`config.mk`:
```
export PLATFORM = sky130hd
export DESIGN_NAME = somador_subtrator_serial
export DESIGN_NICKNAME = d
export VERILOG_FILES = /design/src/rtl/somador_pkg.sv /design/src/rtl/somador_subtrator_serial_digito.sv /design/src/rtl/somador_subtrator_serial.sv
export SDC_FILE = /design/constraint.sdc
export NUM_CORES = 1
export LEC_CHECK = 0
export CAP_MARGIN = 40
export CELL_PAD_IN_SITES_DETAIL_PLACEMENT = 0
export CELL_PAD_IN_SITES_GLOBAL_PLACEMENT = 2
export CORE_MARGIN = 5
export CORE_UTILIZATION = 30
export CTS_BUF_LIST = sky130_fd_sc_hd__clkbuf_4 sky130_fd_sc_hd__clkbuf_8 sky130_fd_sc_hd__clkbuf_16
export DETAILED_ROUTE_END_ITERATION = 6
export GPL_TIMING_DRIVEN = 0
export HOLD_SLACK_MARGIN = 0.02
export MAX_ROUTING_LAYER = met4
export PLACE_DENSITY = 0.82
export SLEW_MARGIN = 0
export SYNTH_ARGS = -nofsm -noshare
export SYNTH_HDL_FRONTEND = slang
export SYNTH_SLANG_ARGS = --single-unit
```
`constraint.sdc`:
```
create_clock -name clk -period 3.4 [get_ports clk]
set_clock_uncertainty 0.2 [all_clocks]
set_input_delay 0.68 -clock clk [delete_from_list [all_inputs] [get_ports clk]]
set_output_delay 0.68 -clock clk [all_outputs]
set_load 0.05 [all_outputs]
```
`src/rtl/somador_pkg.sv`:
```
// somador_pkg: shared state encoding and saturation limits for the digit-serial adder/subtractor
package somador_pkg;
  typedef enum logic [1:0] {ST_IDLE, ST_RUN, ST_DONE} state_t;
  function automatic logic [63:0] sat_max(input int width);
    return (64'd1 << (width - 1)) - 64'd1;
  endfunction
  function automatic logic [63:0] sat_min(input int width);
    return 64'd1 << (width - 1);
  endfunction
endpackage

```
`src/rtl/somador_subtrator_serial_digito.sv`:
```
// somador_digito: combinational DIGIT-bit ripple adder slice
// x, y: digit operands; cin: carry in; sum: digit sum; cout: carry out of the top bit; cmsb: carry into the top bit
module somador_digito #(
  parameter int DIGIT = 2
) (
  input  logic [DIGIT-1:0] x,
  input  logic [DIGIT-1:0] y,
  input  logic             cin,
  output logic [DIGIT-1:0] sum,
  output logic             cout,
  output logic             cmsb
);
  logic [DIGIT:0] c;
  assign c[0] = cin;
  for (genvar i = 0; i < DIGIT; i++) begin : g_bit
    assign sum[i]   = x[i] ^ y[i] ^ c[i];
    assign c[i + 1] = (x[i] & y[i]) | (c[i] & (x[i] ^ y[i]));
  end
  assign cout = c[DIGIT];
  assign cmsb = c[DIGIT-1];
endmodule

```
`src/rtl/somador_subtrator_serial.sv`:
```
// somador_subtrator_serial: digit-serial two's-complement adder/subtractor with optional signed saturation
// in_valid/in_ready: operand handshake for a, b, sub, sat; out_valid/out_ready: result handshake for s, ov, cout
module somador_subtrator_serial
  import somador_pkg::*;
#(
  parameter int WIDTH = 8,
  parameter int DIGIT = 2
) (
  input  logic             clk,
  input  logic             rst_n,
  input  logic             in_valid,
  output logic             in_ready,
  input  logic [WIDTH-1:0] a,
  input  logic [WIDTH-1:0] b,
  input  logic             sub,
  input  logic             sat,
  output logic             out_valid,
  input  logic             out_ready,
  output logic [WIDTH-1:0] s,
  output logic             ov,
  output logic             cout
);
  localparam int NDIG = WIDTH / DIGIT;
  localparam int CW = NDIG > 1 ? $clog2(NDIG) : 1;
  localparam logic [CW-1:0] LAST = CW'(NDIG - 1);
  localparam logic [WIDTH-1:0] SMAX = WIDTH'(sat_max(WIDTH));
  localparam logic [WIDTH-1:0] SMIN = WIDTH'(sat_min(WIDTH));
  if (WIDTH < 2 || DIGIT < 1 || WIDTH % DIGIT != 0) begin : g_param_check
    $error("somador_subtrator_serial: WIDTH must be >= 2 and a multiple of DIGIT >= 1");
  end
  state_t state_q, state_d;
  logic [WIDTH-1:0] a_q, a_d, b_q, b_d, r_q, r_d, s_q, s_d;
  logic [CW-1:0] cnt_q, cnt_d;
  logic c_q, c_d, sat_q, sat_d, neg_q, neg_d, ov_q, ov_d, co_q, co_d;
  logic [DIGIT-1:0] dsum;
  logic dco, dcm, ovf;
  logic [WIDTH+DIGIT-1:0] cat;
  logic [WIDTH-1:0] res;
  somador_digito #(.DIGIT(DIGIT)) u_digito (
    .x   (a_q[DIGIT-1:0]),
    .y   (b_q[DIGIT-1:0]),
    .cin (c_q),
    .sum (dsum),
    .cout(dco),
    .cmsb(dcm)
  );
  // Operands shift down one digit per cycle; result digits enter at the top so
  // the first (LSB) digit lands at bit 0 after NDIG shifts.
  assign cat = {dsum, r_q};
  assign res = cat[WIDTH+DIGIT-1:DIGIT];
  assign ovf = dcm ^ dco;
  always_comb begin
    state_d = state_q;
    a_d = a_q;
    b_d = b_q;
    r_d = r_q;
    s_d = s_q;
    cnt_d = cnt_q;
    c_d = c_q;
    sat_d = sat_q;
    neg_d = neg_q;
    ov_d = ov_q;
    co_d = co_q;
    unique case (state_q)
      ST_IDLE: if (in_valid) begin
        state_d = ST_RUN;
        a_d = a;
        b_d = b ^ {WIDTH{sub}};
        c_d = sub;
        sat_d = sat;
        neg_d = a[WIDTH-1];
        cnt_d = '0;
        r_d = '0;
      end
      ST_RUN: begin
        a_d = a_q >> DIGIT;
        b_d = b_q >> DIGIT;
        r_d = res;
        c_d = dco;
        cnt_d = cnt_q + 1'b1;
        if (cnt_q == LAST) begin
          state_d = ST_DONE;
          ov_d = ovf;
          co_d = dco;
          // Overflow direction follows the sign of a: a negative a can only underflow.
          s_d = (sat_q && ovf) ? (neg_q ? SMIN : SMAX) : res;
        end
      end
      ST_DONE: state_d = out_ready ? ST_IDLE : ST_DONE;
      default: state_d = ST_IDLE;
    endcase
  end
  always_ff @(posedge clk or negedge rst_n) begin
    if (!rst_n) begin
      state_q <= ST_IDLE;
      a_q <= '0;
      b_q <= '0;
      r_q <= '0;
      s_q <= '0;
      cnt_q <= '0;
      c_q <= 1'b0;
      sat_q <= 1'b0;
      neg_q <= 1'b0;
      ov_q <= 1'b0;
      co_q <= 1'b0;
    end else begin
      state_q <= state_d;
      a_q <= a_d;
      b_q <= b_d;
      r_q <= r_d;
      s_q <= s_d;
      cnt_q <= cnt_d;
      c_q <= c_d;
      sat_q <= sat_d;
      neg_q <= neg_d;
      ov_q <= ov_d;
      co_q <= co_d;
    end
  end
  assign in_ready = state_q == ST_IDLE;
  assign out_valid = state_q == ST_DONE;
  assign s = s_q;
  assign ov = ov_q;
  assign cout = co_q;
endmodule
```
**Word-level counts from Yosys, hierarchy flattened**

Cells that the tools add are included.

- Add/sub/neg operators: 1
- Bitwise logic cells: 12
- Multiplexer cells: 16
- Reductions and logical operators: 7
- Eq/ne operators: 5

Operator list:

| cell | count |
|---|---|
| one-hot mux 8 bit (2 select lines) | 3 |
| two-way mux 8 bit | 5 |
| two-way mux 2 bit | 4 |
| AND reduction 2 bit | 4 |
| XOR 8 bit | 1 |
| one-hot mux 2 bit (3 select lines) | 1 |
| XOR 1 bit | 5 |
| bitwise AND 1 bit | 4 |
| == test 2 bit, second input constant | 2 |
| != test 2 bit, second input constant | 2 |
| one-hot mux 2 bit (2 select lines) | 1 |
| adder 2 x 1 -> 2 bit, second input constant | 1 |
| == test 2 x 1 -> 1 bit, second input constant | 1 |
| zero test 2 bit | 1 |
| OR 1 bit | 2 |
| one-hot mux 1 bit (2 select lines) | 1 |
| nonzero test 2 bit | 1 |
| logical AND 1 bit | 1 |
| two-way mux 1 bit | 1 |

- Register bits: 41
- Output and inout port bits: 12

**Depth between registers and ports, before layout**

- Depth after elaboration: 8
- Gate-level depth with buffers: 7
- Depth with buffers taken out: 7

**Modules after synthesis**

A second synthesis with hierarchy kept.

- Cells, all modules: 182
- Area, all modules: 1876.8 µm²

Modules (own cells, without submodules):

| module | sequential area each (µm²) | cells each | area an instance (µm²) | times used |
|---|---|---|---|---|
| somador_subtrator_serial | 975.9 | 180 | 1836.8 | 1 |
| somador_digito | 0.0 | 2 | 40.0 | 1 |

**Worst setup path after synthesis**

Ideal clock, no wire load.

- Path type: reg2reg
- Start: reg a_q[0]
- End: reg s_q[7] (netlist: s[7])
- Buffers on the path: 0
- Slack: 1206 ps
- Stages on the path, launching flop included: 8
- Arrival: 1873 ps
- Path through: dfrtp_1 -> inv_1 -> fa_1 -> inv_1 -> fa_1 -> xor2_1 -> o21ai_0 -> o22a_1

- Longest elaborated chain between the ends: 8
- Elaborated cells between the ends (all ways): 10
- Classes of those cells: mux: 1; bitwise: 8; reduce/logical: 1

Ends and longest elaborated chain:

| element | RTL line | text |
|---|---|---|
| from (decl) | somador_subtrator_serial.sv:32 | `logic [WIDTH-1:0] a_q, a_d, b_q, b_d, r_q, r_d, s_q, s_d;` |
| from (signal assigned) | somador_subtrator_serial.sv:96 | `a_q <= '0;` |
| from (signal assigned) | somador_subtrator_serial.sv:108 | `a_q <= a_d;` |
| XOR 1 bit | somador_subtrator_serial_digito.sv:17 | `assign c[i + 1] = (x[i] & y[i]) \| (c[i] & (x[i] ^ y[i]));` |
| bitwise AND 1 bit | somador_subtrator_serial_digito.sv:17 |  |
| OR 1 bit * | somador_subtrator_serial_digito.sv:17 |  |
| bitwise AND 1 bit * | somador_subtrator_serial_digito.sv:17 |  |
| OR 1 bit * | somador_subtrator_serial_digito.sv:17 |  |
| net dco | somador_subtrator_serial.sv:36 | `logic dco, dcm, ovf;` |
| XOR 1 bit * | somador_subtrator_serial.sv:51 | `assign ovf = dcm ^ dco;` |
| logical AND 1 bit * | somador_subtrator_serial.sv:86 | `s_d = (sat_q && ovf) ? (neg_q ? SMIN : SMAX) : res;` |
| two-way mux 8 bit * | somador_subtrator_serial.sv:86 |  |
| to (signal assigned) | somador_subtrator_serial.sv:99 | `s_q <= '0;` |
| to (signal assigned) | somador_subtrator_serial.sv:111 | `s_q <= s_d;` |
| to (decl) | somador_subtrator_serial.sv:32 |  |

Mark *: on every way through the listed nets, which the timed path passes. The rest lies on a longest branch.
A chain may end at the register's enable or synchronous reset.

**Final worst setup path**

- Start: reg state_q[1]
- End: out out_valid

- Longest elaborated chain between the ends: 1

Ends and longest elaborated chain:

| element | RTL line | text |
|---|---|---|
| from (decl) | somador_subtrator_serial.sv:31 | `state_t state_q, state_d;` |
| from (signal assigned) | somador_subtrator_serial.sv:107 | `state_q <= state_d;` |
| == test 2 bit | somador_subtrator_serial.sv:121 | `assign out_valid = state_q == ST_DONE;` |
| to (decl) | somador_subtrator_serial.sv:17 | `output logic out_valid,` |

No other way between the ends.

==> flow_metrics.tcl <==
set metrics [dict create \
    run_status "completed" \
    fin_cells 298 \
    power.density_nw_per_um2 959 \
    viasPerCell 4.86 \
    io_buffers 31 \
    grt_max_degree 22 \
    cts.path.max_buffers 2 \
    fillers 631 \
    synth_cells 185 \
    finalHoldViolations 0 \
    timing.final.crit_share_pct 87.1 \
    yosysMostFrequentCell "dfrtp_1" \
    overflow 0 \
    path_clk_slew_ps 70 \
    hpwl_um 3150 \
    drtAntennaViolNets 0 \
    rows 28 \
    core_um2 5960 \
    yosysUniqueCellTypes 32 \
    cp-end-kind "output pin" \
    die_h_um 88.5 \
    first_iter_violations 87 \
    path_max_fanout 10 \
    syn_nets 210 \
    cts_root_buf "clkbuf_8" \
    slew_headroom_pct 60.0 \
    routed_wl_um 4270 \
    setup_viol 0 \
    r2r_slack_ps 870 \
    drc_errors 0 \
    diodes 0 \
    initial_core_util_pct 31.0 \
    setup-tns-final_ps 0 \
    synth_ff_type "dfrtp_1" \
    p_int_mw 1.26 \
    cp.required_ps 2520 \
    ctsResizeCount 0 \
    die_w_um 88.5 \
    clk-insertion-delay-late_ps 290 \
    synth_area_leaders "dfrtp_1 53%, o21ai_0 6.5%, nand2_1 4.3%" \
    synth_top_area_share_pct 52.8 \
    htree_num_levels 2 \
    crit_path_start_kind "flip-flop" \
    synth_edf_count 0 \
    seqPwrFrac_pct 35.9 \
    drv_slew 0 \
    drv_cap 0 \
    yosys_warnings 0 \
    tightest_slew_ps 600 \
    cts_tree "built" \
    cts_buffers 5 \
    hp-class "primary input to async pin" \
    grt_pass1_vias 1449 \
    areaGrowthSynthToFinish_pct 27.2 \
    netSwitchingFraction_pct 44.2 \
    critical_path_class "flip-flop to output pin" \
    postCtsHoldBufs 0 \
    grt_pass1_wl_um 7160 \
    grt.total_usage_pct 12.3 \
    place_congestion 0.761 \
    p_clk_share_pct 13.0 \
    die_area_um2 7830 \
    drtPass1Iterations 4 \
    combinationalPowerShare_pct 51.1 \
    peakVddDrop_uv 419 \
    cts_setup_buffers 0 \
    synthArstFlopShare_pct 100 \
    antenna_found_initial 0 \
    layout-drive-gt1-share_pct 8.07 \
    ios 34 \
    p_leak_nw 1.03 \
    clock_sinks 39 \
    layout.nets 249 \
    grt_setup_unrepaired "false" \
    cp.arrival_ps 2080 \
    dpl.cell_count 292 \
    ys_seq_area_share_pct 52.8 \
    vias 1448 \
    synth_area_leader_cell "dfrtp_1" \
    power.switching_mw 0.996 \
    synth_common_cells "39 x dfrtp_1, 24 x o21ai_0, 21 x nand2_1, 13 x nor2_1, 11 x a21oi_1" \
    ys_seq_elements 39 \
    min_period_ps 2960 \
    max_freq_mhz 338 \
    netlist_area_um2 1850 \
    wl_per_cell_um 14.3 \
    avgSynthCellArea_um2 9.99 \
]
## power groups by stage
| stage | clock network, mW | registers [mW] | logic, mW |
|---|---|---|---|
| after floorplan | 0 | 0.988 | 0.619 |
| after global routing | 0.327 | 0.838 | 1.28 |
| after detailed placement | 0 | 0.821 | 1.17 |
| after global placement | 0 | 0.818 | 1.15 |
| after CTS | 0.303 | 0.812 | 1.17 |
| final | 0.293 | 0.810 | 1.15 |
## stage by stage
stage          power, mW  hold WS (ps)  utilization, %  instance area (um2)  setup WS [ps]
6_report            2.25           168            39.5                 2350            439
5_1_grt             2.44           205            39.5                 2350            319
4_1_cts             2.29           179            39.5                 2350            417
3_5_place_dp        1.99           263            38.2                 2270            728
3_3_place_gp        1.97           260            37.8                 2250            397
2_1_floorplan       1.61           184               -                 1850           1210
## registers in the layout, summed over array words and instances, names as in the netlist
signal and flops:
state_q 2, neg_q 1, c_q 1, cnt_q 2, a_q 8, r_q 6, sat_q 1, s 8
cout 1, ov 1, b_q 8
## layer usage
layer,routed length [um],part of all wire [%],up-vias,global-route usage [%]
met5,0,0,-,-
met4,67,1.6,0,4.12
met3,147,3.4,8,2.79
met2,1990,47,23,18.1
met1,2060,48,703,16.7
li1,-,-,714,-
## kinds of logic (layout without fill, tap and decap cells)
group / Yosys count / in the layout / share of synthesized area [%]
muxes: 1 / 1 / 0.609
xor gates and xnor gates: 10 / 10 / 4.74
buffers and inverters: 20 / 58 / 5.62
adders and majority gates: 3 / 3 / 2.84
AOI/OAI and AO/OA: 56 / 56 / 19.2
DFF: 39 / 39 / 52.8
and+or+nand+nor: 56 / 56 / 14.2
## path summary, 6_finish.rpt
| kind | startpoint | depth (start not counted) | end |
|---|---|---|---|
| max reg2reg | a_q[0]$_DFFE_PN0P_ | 7 | s[0]$_DFFE_PN0P_ |
| min in group clk | cout$_DFFE_PN0P_ | 2 | cout$_DFFE_PN0P_ |
| max | state_q[1]$_DFFE_PN0P_ | 4 | out_valid |
| min reg2reg | cout$_DFFE_PN0P_ | 2 | cout$_DFFE_PN0P_ |
| min | rst_n | 1 | a_q[6]$_DFFE_PN0P_ |
| max in group asynchronous | rst_n | 2 | s[5]$_DFFE_PN0P_ |
## final cells by class
cell class / instances / area (um2) / share of cell area (%)
clock buffers: 6 / 76.3 / 3.25
multi-input cells: 126 / 768 / 32.7
well taps: 75 / 93.8 / 3.99
inverters: 8 / 30.0 / 1.28
flip-flops and latches: 39 / 976 / 41.5
plain buffers: 12 / 73.8 / 3.14
repair buffers: 32 / 333 / 14.2
## worst max-delay path, stage by stage, from the launching register on
cell	delay [ps]
dfrtp_1	460
clkbuf_1	370
nand2b_1	120
inv_1	60
clkdlybuf4s50_1	790
## placed cells by master, fill, tap and decap left out, types with 2 or more instances in the layout
cell type	Yosys	routed
clkbuf_8	0	5
nand2b_1	2	2
and2b_1	3	3
a221o_1	3	3
clkbuf_1	5	5
fa_1	2	2
dfrtp_1	39	39
nand3_1	10	10
a221o_2	3	3
a21boi_0	2	2
nor2b_1	4	4
nor2_1	13	13
clkdlybuf4s50_1	0	30
o21ai_0	24	24
inv_1	8	8
a21oi_1	11	11
a2bb2oi_1	2	2
nand2_1	21	21
buf_6	3	3
a22oi_1	7	7
xnor2_1	9	9
buf_2	2	3
No activity file was read; power rests on OpenSTA's default activity.
